<file path="src/rtl/digit_seq_gen_pkg.sv">
// rtl/digit_seq_gen_pkg.sv - shared digit width, ID sequence and generator state encoding
package digit_seq_gen_pkg;

  localparam int N       = 4;
  localparam int SEQ_LEN = 8;

  // ID sequence 8,2,4,4,4,3,0,0 with index 0 in the least significant digit
  localparam logic [SEQ_LEN*N-1:0] SEQ = {4'd0, 4'd0, 4'd3, 4'd4, 4'd4, 4'd4, 4'd2, 4'd8};

  typedef enum logic [1:0] {
    IDLE,
    START,
    SEND,
    DONE
  } gen_state_t;

  // Nominal sequence digit at position i
  function automatic logic [N-1:0] seq_at(input logic [2:0] i);
    return SEQ[int'(i)*N +: N];
  endfunction

endpackage

</file>
<file path="src/rtl/digit_seq_gen.sv">
// rtl/digit_seq_gen.sv - emits start pulse then the 8-digit ID sequence R times, optional corruption
module digit_seq_gen
  import digit_seq_gen_pkg::*;
#(
  parameter int            N          = digit_seq_gen_pkg::N,
  parameter logic [N-1:0]  IDLE_DIGIT = {N{1'b1}}
) (
  input  logic         clk,
  input  logic         asyn_n_rst,
  input  logic         go,
  input  logic [3:0]   reps,
  input  logic         corrupt_en,
  input  logic [2:0]   corrupt_pos,
  input  logic         abort,
  output logic         busy,
  output logic         start_out,
  output logic [N-1:0] digit_out,
  output logic         digit_valid,
  output logic         last_digit,
  output logic         done
);

  gen_state_t state;
  logic [2:0] idx;
  logic [3:0] rep;
  logic [3:0] reps_q;
  logic       corrupt_en_q;
  logic [2:0] corrupt_pos_q;
  logic [2:0] idx_nxt;

  assign idx_nxt = idx + 3'd1;

  // Digit for position i, with bit 0 flipped at the captured corruption position
  function automatic logic [N-1:0] gen_digit(input logic [2:0] i);
    logic [N-1:0] d;
    d = N'(seq_at(i));
    if (corrupt_en_q && (i == corrupt_pos_q)) d[0] = ~d[0];
    return d;
  endfunction

  // FSM with outputs registered alongside the state they belong to
  always_ff @(posedge clk or negedge asyn_n_rst) begin
    if (!asyn_n_rst) begin
      state         <= IDLE;
      idx           <= '0;
      rep           <= '0;
      reps_q        <= '0;
      corrupt_en_q  <= 1'b0;
      corrupt_pos_q <= '0;
      busy          <= 1'b0;
      start_out     <= 1'b0;
      digit_out     <= IDLE_DIGIT;
      digit_valid   <= 1'b0;
      last_digit    <= 1'b0;
      done          <= 1'b0;
    end else begin
      busy        <= 1'b0;
      start_out   <= 1'b0;
      digit_out   <= IDLE_DIGIT;
      digit_valid <= 1'b0;
      last_digit  <= 1'b0;
      done        <= 1'b0;
      if (abort) begin
        // abort also masks a go arriving in IDLE
        state <= IDLE;
      end else begin
        case (state)
          IDLE: begin
            if (go) begin
              reps_q        <= (reps == 4'd0) ? 4'd1 : reps;
              corrupt_en_q  <= corrupt_en;
              corrupt_pos_q <= corrupt_pos;
              state         <= START;
              busy          <= 1'b1;
              start_out     <= 1'b1;
            end
          end
          START: begin
            state       <= SEND;
            idx         <= 3'd0;
            rep         <= 4'd1;
            busy        <= 1'b1;
            digit_valid <= 1'b1;
            digit_out   <= gen_digit(3'd0);
          end
          SEND: begin
            busy <= 1'b1;
            if ((idx == 3'd7) && (rep == reps_q)) begin
              state <= DONE;
              done  <= 1'b1;
            end else begin
              idx         <= idx_nxt;
              if (idx == 3'd7) rep <= rep + 4'd1;
              digit_valid <= 1'b1;
              digit_out   <= gen_digit(idx_nxt);
              last_digit  <= (idx_nxt == 3'd7);
            end
          end
          DONE: begin
            state <= IDLE;
          end
          default: state <= IDLE;
        endcase
      end
    end
  end

endmodule

</file>
<file path="config.mk">
export PLATFORM = sky130hd
export DESIGN_NAME = digit_seq_gen
export DESIGN_NICKNAME = d
export VERILOG_FILES = /design/src/rtl/digit_seq_gen_pkg.sv /design/src/rtl/digit_seq_gen.sv
export SDC_FILE = /design/constraint.sdc
export NUM_CORES = 1
export LEC_CHECK = 0
export CORE_ASPECT_RATIO = 1.4
export CORE_MARGIN = 2
export CORE_UTILIZATION = 56
export DETAILED_ROUTE_END_ITERATION = 8
export PLACE_DENSITY = 0.82
export REMOVE_ABC_BUFFERS = 1
export SETUP_SLACK_MARGIN = 0.2
export SLEW_MARGIN = 10
export SYNTH_ARGS = -nofsm -noshare
export SYNTH_HDL_FRONTEND = slang
export SYNTH_SLANG_ARGS = --single-unit
</file>
<file path="constraint.sdc">
create_clock -name clk -period 3.4 [get_ports clk]
set_input_delay 0.68 -clock clk [delete_from_list [all_inputs] [get_ports clk]]
set_output_delay 0.68 -clock clk [all_outputs]
set_load 0.01 [all_outputs]
</file>
Word-level counts from Yosys, hierarchy flattened
Cells that the tools add are included.

Bits in registers: 26. Input port bits: 12. Output and inout bits: 9. Word-level logic and storage cells: 69.

Add/subtract/negate cells: 2. Eq/ne operators: 11. Shifts and indexed selects: 1. Muxes and demuxes: 29. Bitwise operators: 2. Reductions and logical operators: 12.

Operator list (number): $shiftx 32x6->4 const A (1); $mux 4 (5); $pmux 4 s2 (2); $mux 1 (14); $pmux 2 s4 (1); $eq 3x3->1 const B (2); $mux 2 (3); $ne 3x3->1 const B (2); $pmux 3 s2 (1); $reduce_and 3->1 (2); $add 4x1->4 const B (1); $eq 2x2->1 const B (2); $eq 4x4->1 (1); $logic_not 4->1 (1); $ne 2x2->1 const B (2); $pmux 1 s2 (2); $reduce_and 4->1 (1); $add 3x1->3 const B (1); $eq 3x3->1 (1); $logic_and 1x1->1 (3); $logic_not 3->1 (1); $mux 3 (1); $eq 2x1->1 const B (1); $logic_not 2->1 (1); 4 further kinds (5).

Depth between registers and ports, before layout
Gate-level depths: netlist of run 1.

Word-level depth: 7. Mapped depth: 7. Gate-level depth less buffers: 6.

Worst setup path after synthesis of run 1
OpenSTA, ideal clock, no wires.

Path type: reg2reg. Start: register idx[0]. End: register state[0]. Library setup time: 0.125 ns. Arrival time: 1.597 ns. Data required time: 3.275 ns. Slack: 1.679 ns. Cell stages (with the launch flop): 7. Path buffers: 1. Period minus slack after synthesis: 1.721 ns. Path through: dfrtp_1 ha_1 ha_1 clkbuf_1 o22ai_1 a21oi_1 mux2_2.

Longest elaborated chain between the ends: 4.

RTL lines: start, declared (line digit_seq_gen.sv:24) `logic [2:0] idx;`; start signal, assigned (line digit_seq_gen.sv:92) `idx <= idx_nxt;`; $eq 3x3->1 (line digit_seq_gen.sv:88) `if ((idx == 3'd7) && (rep == reps_q)) begin`; $logic_and 1x1->1 (line digit_seq_gen.sv:88); $ne 3x3->1 (no line); $reduce_and 2->1 (no line); end signal, assigned (line digit_seq_gen.sv:89) `state <= DONE;`; end signal, assigned (line digit_seq_gen.sv:100) `state <= IDLE;`; end signal, assigned (line digit_seq_gen.sv:102) `default: state <= IDLE;`; end, declared (line digit_seq_gen.sv:23) `gen_state_t state;`.

No other way between the ends. A chain may end at the register's enable or synchronous reset.

Worst setup path after layout of run 1
Start: register state[0]. End: register state[0].

Longest elaborated chain between the ends: 3. Elaborated cells on any way between the ends: 9. Classes of those cells: eq/ne: 5; mux: 2; reduce/logical: 2.

RTL lines: start signal, assigned (line digit_seq_gen.sv:44) `state <= IDLE;`; start signal, assigned (line digit_seq_gen.sv:65) `state <= IDLE;`; start signal, assigned (line digit_seq_gen.sv:73) `state <= START;`; $eq 2x2->1 (tied with other cells) (line digit_seq_gen.sv:67) `case (state)`; $pmux 2 s4 / $ne 3x3->1 (equally long branches); $mux 2 / $reduce_and 2->1 (equally long branches).

Parallel ways exist; a longest one is shown, timed or not.

==> results_dict.tcl, run 1 <==
set metrics [dict create \
    crit_family "adder cells" \
    timing.rr.start "state[0]" \
    die_area_sq_mm 0.00295 \
    power_leakage_nw 0.736 \
    start_util 0.591 \
    cp.required_ps 3620 \
    drv_slew 0 \
    clock_skew_ps 6.74 \
    hold_depth 2 \
    cts_buffers 3 \
    via_per_inst 5.84 \
    io_pins 21 \
    htreeDepth 1 \
    synth_edf_count 0 \
    hold_buffers 0 \
    post-cts-setup-buffers 0 \
    p_total_mw 1.17 \
    die_h_microns 63.4 \
    synth_area_per_cell_sq_um 9.68 \
    crit_arrival_ps 2280 \
    synth_area_leaders "dfrtp_1 (39%), ha_1 (8.9%), dfstp_2 (7.4%), nand2_1 (6.6%), mux2_2 (3.2%)" \
    post_cts_resized 0 \
    crit_path_max_fanout 18 \
    totalWireLength_microns 2830 \
    rsz0062_at_grt "no" \
    nFillCells 171 \
    postLayoutCoreUtil 0.700 \
    worst_pin_slew_ps 1050 \
    first_global_vias 1228 \
    drive_gt1_frac 0.103 \
    top_usage_layer "met2" \
    gr-usage-met2 0.377 \
    ys_seq_area_frac 0.464 \
    min_path_type "register to register" \
    worstHoldStart "reps_q[0]" \
    grt.total_usage 0.223 \
    reg2reg_depth 6 \
    gr-usage-met1 0.250 \
    end_kind "register" \
    vdd_drop_max_uv 450 \
    synth_cells 146 \
    power_density_mw_per_mm2 700 \
    area.sequential_sq_um 656 \
    vias 1163 \
    maxCapViolCount 0 \
    synthArstFlopShare 1.00 \
    drc 0 \
    clock_latency_ps 310 \
    diodes 0 \
    timing.fmax_ghz 0.484 \
    wl_per_cell_microns 14.2 \
    finalHoldViolCount 0 \
    crit_chain "inv_1 -> ha_1 -> inv_1 -> o22ai_1 -> a21oi_1 -> mux2_2" \
    multi_input_area_sq_um 686 \
    status "complete, no violations" \
    crit_type "register to register" \
    drt-initial-drc-count 37 \
    rrSetupSlack_ps 1340 \
    pre_cts_slack_ps 1090 \
    ys_warn_count 0 \
    cts_tree "built" \
    layout_commonest_cell "nand2_1" \
    core.rowCount 21 \
    syn_area_sq_mm 0.00141 \
    whs_endpoint "reps_q[0]" \
    max_stage_delay_ps 550 \
    clkTransAtPathRegs_ps 140 \
    gp_congestion 0.849 \
    worst-path-buf-inv 2 \
    relSlewSlack 0.297 \
    grt_pass1_wl_microns 4930 \
    antenna_found_initial 0 \
    r2r_end "state[0]" \
    first_pass_iters 4 \
    grt_overflow 0 \
    critPathSlowestCell "ha_1" \
    die_x_microns 46.4 \
    synth_cell_type_count 39 \
    setup_ws_ps 1340 \
    min_period_over_period 0.607 \
    portBuffers 20 \
    dp_cells 195 \
    min_period_ps 2060 \
    setup-violations-final 0 \
    core-area_sq_mm 0.00239 \
    area_growth_pct 18.4 \
    layout.cells.non_filler 199 \
    layout_common_cells "nand2_1 (25), dfrtp_1 (22), clkdlybuf4s50_1 (20)" \
    clockBufferDepth 2 \
    num-nets-final 188 \
    synth_top_area_cell "dfrtp_1" \
    grt_max_degree 26 \
    clkSinkCount 26 \
    grtUsageMet3 0.0487 \
    synth-seq-cells 26 \
    synth_top_cell_area_share 0.390 \
    cts_root_buf "clkbuf_4" \
    finalSetupTns_ps 0 \
    dp_hpwl_microns 2210 \
    startpoint_type "register" \
    cp_common_cell "inv_1" \
    antenna_left 0 \
    ys.flop_type "dfrtp_1" \
]
[registers in the layout, summed over array words and instances, names as in the netlist]
signal and cells:
state 2, reps_q 4, corrupt_pos_q 3, digit_valid 1
rep 4, last_digit 1, done 1, idx 3
start_out 1, corrupt_en_q 1, busy 1, digit_out 4
[layer usage]
layer | routed length (microns) | vias up
met5 | 0 | -
met4 | 57 | 0
met3 | 147 | 8
met2 | 1510 | 40
met1 | 1120 | 569
li1 | - | 546
[cell type report]
cell class / count / area share
clock buffers: 4 / 0.0217
inverters: 10 / 0.0224
multi-input cells: 103 / 0.410
repair buffers: 22 / 0.129
flip-flops and latches: 26 / 0.392
well taps: 34 / 0.0254
[cell families (layout without fill, tap and decap cells)]
| family | count (synthesis) | after routing | share of synthesized area |
|---|---|---|---|
| compound gates | 28 | 28 | 0.136 |
| xor+xnor | 6 | 6 | 0.0372 |
| fa+ha+maj | 10 | 10 | 0.0886 |
| buf+inv | 17 | 36 | 0.0505 |
| flops | 26 | 26 | 0.464 |
| mux | 5 | 5 | 0.0390 |
| simple gates | 54 | 54 | 0.184 |
[cell usage after synthesis (2+ instances only)]
master and number:
a21oi_1 5, a31o_2 2, a31oi_1 3, clkbuf_1 5, dfrtp_1 22, dfstp_2 4
ha_1 10, inv_1 10, mux2_2 4, nand2_1 25, nand2b_1 3, nand3_1 2
nand3b_1 2, nand4_1 2, nor2_1 7, nor2b_1 2, nor3_1 4, nor4_1 2
o211ai_1 3, o21ai_0 5, or4_1 2, xnor2_1 5
[per-stage QoR]
stage	hold slack (ps)	area, sq um
finish	543	1670
global route	575	1670
CTS	547	1670
detailed placement	516	1640
global placement	506	1640
floorplan	384	1380
[worst reg2reg max path, stage by stage (launching register included)]
cell and delay (ps):
dfrtp_1 450, inv_1 130, ha_1 550, inv_1 230
o22ai_1 210, a21oi_1 90, mux2_2 320
[how the worst max path moves through the flow]
stage / slack (ps) / start / endpoint / cells after the start
after floorplan: 1690 / state[0] / state[0] / 6
after global placement: 1160 / abort / reps_q[2] / 3
after detailed placement: 1090 / abort / idx[0] / 4
after CTS: 1330 / digit_out[2] / digit_out[2] / 1
after global routing: 1150 / state[0] / state[0] / 6
final: 1340 / state[0] / state[0] / 6
[power by group]
group          switching [mW]  internal, mW  leakage (nW)
clock                  0.0878        0.0654        0.0210
sequential             0.0977         0.422         0.325
combinational           0.271         0.227         0.390
total                   0.456         0.714         0.736
Power figures use the tool's default switching activity.
==> run 2: changes to the inputs <==
--- a/config.mk
+++ b/config.mk
@@ -7,9 +7,9 @@
 export LEC_CHECK = 0
 export CORE_ASPECT_RATIO = 1.4
 export CORE_MARGIN = 2
-export CORE_UTILIZATION = 56
+export CORE_UTILIZATION = 53
 export DETAILED_ROUTE_END_ITERATION = 8
-export PLACE_DENSITY = 0.82
+export PLACE_DENSITY = 0.78
 export REMOVE_ABC_BUFFERS = 1
 export SETUP_SLACK_MARGIN = 0.2
 export SLEW_MARGIN = 10
==> constraint.sdc (replaced) <==
create_clock -name clk -period 2.1 [get_ports clk]
set_input_delay 0.42 -clock clk [delete_from_list [all_inputs] [get_ports clk]]
set_output_delay 0.42 -clock clk [all_outputs]
set_load 0.01 [all_outputs]
==> run 2 against run 1 <==
  * Clock power grew 39%
  * Highest routed layer unchanged
  * Die area grew 5.2%
  * Cell area grew 0.90%
  * Clock skew shrank 2.5 ps
  * Largest cell class unchanged
  * Sequential power grew 62%
  * Utilization shrank 4.7 points
  * Largest power group unchanged
  * First-iteration DRC count grew 2.7%
==> results_dict.tcl, run 2 (synthesized netlist as in run 1, its figures left out) <==
set metrics [dict create \
    cts_tree "built" \
    clkSinkCount 26 \
    end_kind "output port" \
    vias 1147 \
    num-nets-final 191 \
    hold_buffers 0 \
    post-cts-setup-buffers 0 \
    start_util 0.546 \
    setup-violations-final 0 \
    setup_ws_ps 308 \
    grt_max_degree 27 \
    worst_pin_slew_ps 355 \
    antenna_found_initial 0 \
    first_pass_iters 4 \
    die_area_sq_mm 0.00310 \
    power_frac_clock 0.115 \
    nFillCells 241 \
    p_sw_frac 0.391 \
    status "complete, no violations" \
    dp_hpwl_microns 2310 \
    portBuffers 20 \
    totalWireLength_microns 2910 \
    drc 0 \
    startpoint_type "register" \
    r2r_end "state[0]" \
    min_period_over_period 0.853 \
    p_switching_uw 726 \
    max_stage_delay_ps 540 \
    core-area_sq_mm 0.00259 \
    pre_cts_slack_ps 135 \
    via_per_inst 5.62 \
    first_global_vias 1269 \
    grt.total_usage 0.233 \
    vdd_drop_max_uv 728 \
    cts_root_buf "clkbuf_4" \
    grt_overflow 0 \
    clkTransAtPathRegs_ps 130 \
    dp_cells 200 \
    area_growth_pct 19.5 \
    timing.fmax_ghz 0.558 \
    crit_type "register to output port" \
    timing.rr.start "idx[0]" \
    rsz0062_at_grt "no" \
    cp.required_ps 1680 \
    die_h_microns 65.1 \
    clock_latency_ps 310 \
    die_x_microns 47.6 \
    htreeDepth 1 \
    cts_buffers 3 \
    clockBufferDepth 2 \
    drive_gt1_frac 0.113 \
    min_period_ps 1790 \
    antenna_left 0 \
    layout_top_registers "digit_out: 4 flops, rep: 4 flops, reps_q: 4 flops" \
    layout.cells.non_filler 204 \
    gp_congestion 0.847 \
    worst-path-buf-inv 1 \
    relSlewSlack 0.762 \
    wl_per_cell_microns 14.3 \
    finalHoldViolCount 0 \
    finalSetupTns_ps 0 \
    drt-initial-drc-count 38 \
    min_path_type "input port to async pin" \
    crit_path_max_fanout 1 \
    drv_slew 0 \
    power_frac_comb 0.431 \
    maxCapViolCount 0 \
    crit_arrival_ps 1370 \
    diodes 0 \
    layout_commonest_cell "nand2_1" \
    power_density_mw_per_mm2 1100 \
    reg2reg_depth 5 \
    post_cts_resized 0 \
    p_int_mw 1.13 \
    power_leakage_nw 0.745 \
    grt_pass1_wl_microns 5300 \
    core.rowCount 22 \
    p_seq_frac 0.454 \
    critPathSlowestCell "dfstp_2" \
    layout_common_cells "nand2_1 (25), dfrtp_1 (22), clkdlybuf4s50_1 (20)" \
    crit_family "flip-flops" \
    p_total_mw 1.86 \
    io_pins 21 \
    rrSetupSlack_ps 320 \
    crit_chain "clkdlybuf4s50_1" \
    clock_skew_ps 4.25 \
]
run 2: cell types whose count changed in the layout (fill, tap and decap cells not counted), sizes merged:
cell	previous run	this run
buf	2	5
run 2: cell type report:
class | count | area [sq um] | share of cell area
Tap cell | 36 | 45.0 | 0.0267
Inverter | 10 | 37.5 | 0.0222
Sequential cell | 26 | 656 | 0.388
Clock buffer | 4 | 26.3 | 0.0156
Multi-Input combinational cell | 103 | 686 | 0.406
Timing Repair Buffer | 25 | 238 | 0.141
run 2: how the worst max path moves through the flow:
stage / cells after the start / start / slack, ps / endpoint
after floorplan: 6 / state[0] / 390 / state[0]
after detailed placement: 4 / abort / 130 / idx[0]
after global placement: 4 / abort / 220 / idx[0]
final: 1 / digit_out[1] / 310 / digit_out[1]
after CTS: 1 / digit_out[1] / 300 / digit_out[1]
after global routing: 6 / idx[0] / 230 / digit_out[0]
run 2: worst reg2reg max path: cells and delay by family, from the launching register on:
family,cells,cell delay (ps)
AO/OA/AOI/OAI,2,330
flip-flops,1,510
adder cells (fa/ha/maj),2,480
multiplexers,1,370
run 2: per-stage QoR:
stage	utilization	area, sq um	hold WS (ps)
floorplan	-	1380	124
global placement	0.642	1660	504
detailed placement	0.642	1660	511
CTS	0.652	1690	471
global route	0.652	1690	474
finish	0.652	1690	458
run 2: power groups by stage:
stage / clock [mW] / sequential, mW / combinational (mW)
after floorplan: 0 / 0.832 / 0.527
after global placement: 0 / 0.841 / 0.757
after detailed placement: 0 / 0.855 / 0.801
after CTS: 0.217 / 0.844 / 0.805
after global routing: 0.245 / 0.871 / 0.914
final: 0.213 / 0.844 / 0.802
run 2: metal layers:
| layer | routed length [microns] | global-route usage | up-vias |
|---|---|---|---|
| li1 | - | - | 555 |
| met4 | 110 | 0.111 | 0 |
| met1 | 1190 | 0.279 | 550 |
| met5 | 0 | 0 | - |
| met2 | 1530 | 0.394 | 30 |
| met3 | 80 | 0.0279 | 12 |
==> run 3: changes to the inputs <==
--- a/config.mk
+++ b/config.mk
@@ -5,11 +5,13 @@
 export SDC_FILE = /design/constraint.sdc
 export NUM_CORES = 1
 export LEC_CHECK = 0
+export CELL_PAD_IN_SITES_DETAIL_PLACEMENT = 1
+export CELL_PAD_IN_SITES_GLOBAL_PLACEMENT = 2
 export CORE_ASPECT_RATIO = 1.4
 export CORE_MARGIN = 2
-export CORE_UTILIZATION = 53
+export CORE_UTILIZATION = 33
 export DETAILED_ROUTE_END_ITERATION = 8
-export PLACE_DENSITY = 0.78
+export PLACE_DENSITY_LB_ADDON = 0.1
 export REMOVE_ABC_BUFFERS = 1
 export SETUP_SLACK_MARGIN = 0.2
 export SLEW_MARGIN = 10
==> run 3 against run 2 <==
  * Critical endpoint is now rep[3]
  * Die area increased by 56%
  * Final cell count grew 4.9%
  * Power up 6.1%
  * Cell area is 2.4% higher
  * Clock skew shrank 2.3 ps
  * Utilization shrank 24 points
  * Clock power rose by 37%
==> results_dict.tcl, run 3 (synthesized netlist as in run 1, its figures left out) <==
set metrics [dict create \
    status "complete, no violations" \
    layout_commonest_cell "nand2_1" \
    first_global_vias 1214 \
    top_usage_layer "met2" \
    layout_common_cells "nand2_1 (25), dfrtp_1 (22), clkdlybuf4s50_1 (20)" \
    setup_ws_ps 341 \
    antenna_found_initial 0 \
    max_stage_delay_ps 470 \
    cp.required_ps 2310 \
    crit_path_max_fanout 6 \
    crit_family "simple AND/OR/NAND/NOR gates" \
    dp_hpwl_microns 2550 \
    clkSinkCount 26 \
    final_area_sq_mm 0.00173 \
    core.rowCount 28 \
    cts_root_buf "clkbuf_8" \
    gp_congestion 0.789 \
    antenna_left 0 \
    layout_top_registers "digit_out: 4 flops, rep: 4 flops, reps_q: 4 flops" \
    num-nets-final 192 \
    pre_cts_slack_ps 144 \
    cts_tree "built" \
    grtUsageMet3 0.0189 \
    maxCapViolCount 0 \
    vdd_drop_max_uv 480 \
    worst_pin_slew_ps 440 \
    io_pins 21 \
    rsz0062_at_grt "no" \
    grt_pass1_wl_microns 5590 \
    clock_latency_ps 270 \
    power_density_mw_per_mm2 1140 \
    totalWireLength_microns 3330 \
    min_period_ps 1760 \
    placed_area_sq_mm 0.00167 \
    drc 0 \
    core-area_sq_mm 0.00417 \
    setup-violations-final 0 \
    startpoint_type "register" \
    min_period_over_period 0.837 \
    die_area_sq_mm 0.00483 \
    finalSetupTns_ps 0 \
    area_growth_pct 22.4 \
    power_leakage_nw 0.758 \
    finalHoldViolCount 0 \
    diodes 0 \
    p_total_mw 1.97 \
    rrSetupSlack_ps 340 \
    end_kind "register" \
    min_path_type "input port to async pin" \
    grt.total_usage 0.156 \
    portBuffers 20 \
    dp_cells 209 \
    gr-usage-met1 0.167 \
    die_h_microns 81.4 \
    clkTransAtPathRegs_ps 90 \
    first_pass_iters 4 \
    crit_chain "ha_1 -> ha_1 -> buf_4 -> nand4_1 -> or4_1 -> nand3_1" \
    gr-usage-met2 0.293 \
    critPathSlowestCell "dfrtp_1" \
    grt_max_degree 27 \
    layout.cells.non_filler 214 \
    cts_buffers 3 \
    wl_per_cell_microns 15.6 \
    die_x_microns 59.3 \
    via_per_inst 5.38 \
    crit_type "register to register" \
    relSlewSlack 0.706 \
    clockBufferDepth 2 \
    cp_common_cell "ha_1" \
    clock_skew_ps 2.00 \
    htreeDepth 1 \
    drv_slew 0 \
    drive_gt1_frac 0.124 \
    start_util 0.339 \
    grt_overflow 0 \
    timing.fmax_ghz 0.569 \
    worst-path-buf-inv 1 \
    crit_arrival_ps 1970 \
    vias 1151 \
    drt-initial-drc-count 22 \
]
run 3: cell count changes in the layout (fill, tap and decap cells not counted):
| cell | delta |
|---|---|
| a21oi_2 | +1 |
| a21oi_1 | -1 |
| clkbuf_4 | -3 |
| buf_4 | +1 |
| clkbuf_8 | +3 |
run 3: worst register-to-register path, cell delays in order, from the launching register on:
cell,delay [ps]
dfrtp_1,470
ha_1,190
ha_1,250
buf_4,180
nand4_1,110
or4_1,400
nand3_1,100
run 3: where the power goes:
part	leakage [nW]	switching (mW)	internal, mW	total (mW)
clock	0.0228	0.156	0.136	0.292
sequential	0.325	0.156	0.684	0.840
combinational	0.409	0.448	0.393	0.841
run 3: metal layers:
metal	part of all wire	routed length, microns
met1	0.41	1360
met2	0.55	1820
met5	0	0
met3	0.018	61
met4	0.026	87
run 3: per-stage QoR:
step	hold WS, ps	util
final	509	0.415
after detailed placement	510	0.401
after CTS	526	0.412
after global placement	507	0.401
after global routing	528	0.415
after floorplan	124	-
run 3: what timing repair did:
action / 4_1_cts / 5_1_grt
hold buffers: 0 / 0
gates resized for setup: 0 / 1
endpoints found under the setup margin: 0 / 1
buffers inserted: 0 / 1
run 3: worst paths after layout:
path | from | end | cells after the start
max in group asynchronous | asyn_n_rst | digit_out[0] | 2
hold reg to reg | reps_q[0] | reps_q[0] | 2
setup reg to reg | idx[0] | rep[3] | 6
min in group clk | reps_q[0] | reps_q[0] | 2
setup / recovery | idx[0] | rep[3] | 6
hold / removal | asyn_n_rst | busy | 2
run 3: layout make-up:
type                            count  area, sq um
Fill cell                         461         2440
Multi-Input combinational cell    103          689
Sequential cell                    26          656
Timing Repair Buffer               26          245
Tap cell                           45         56.3
Clock buffer                        4         45.0
Inverter                           10         37.5
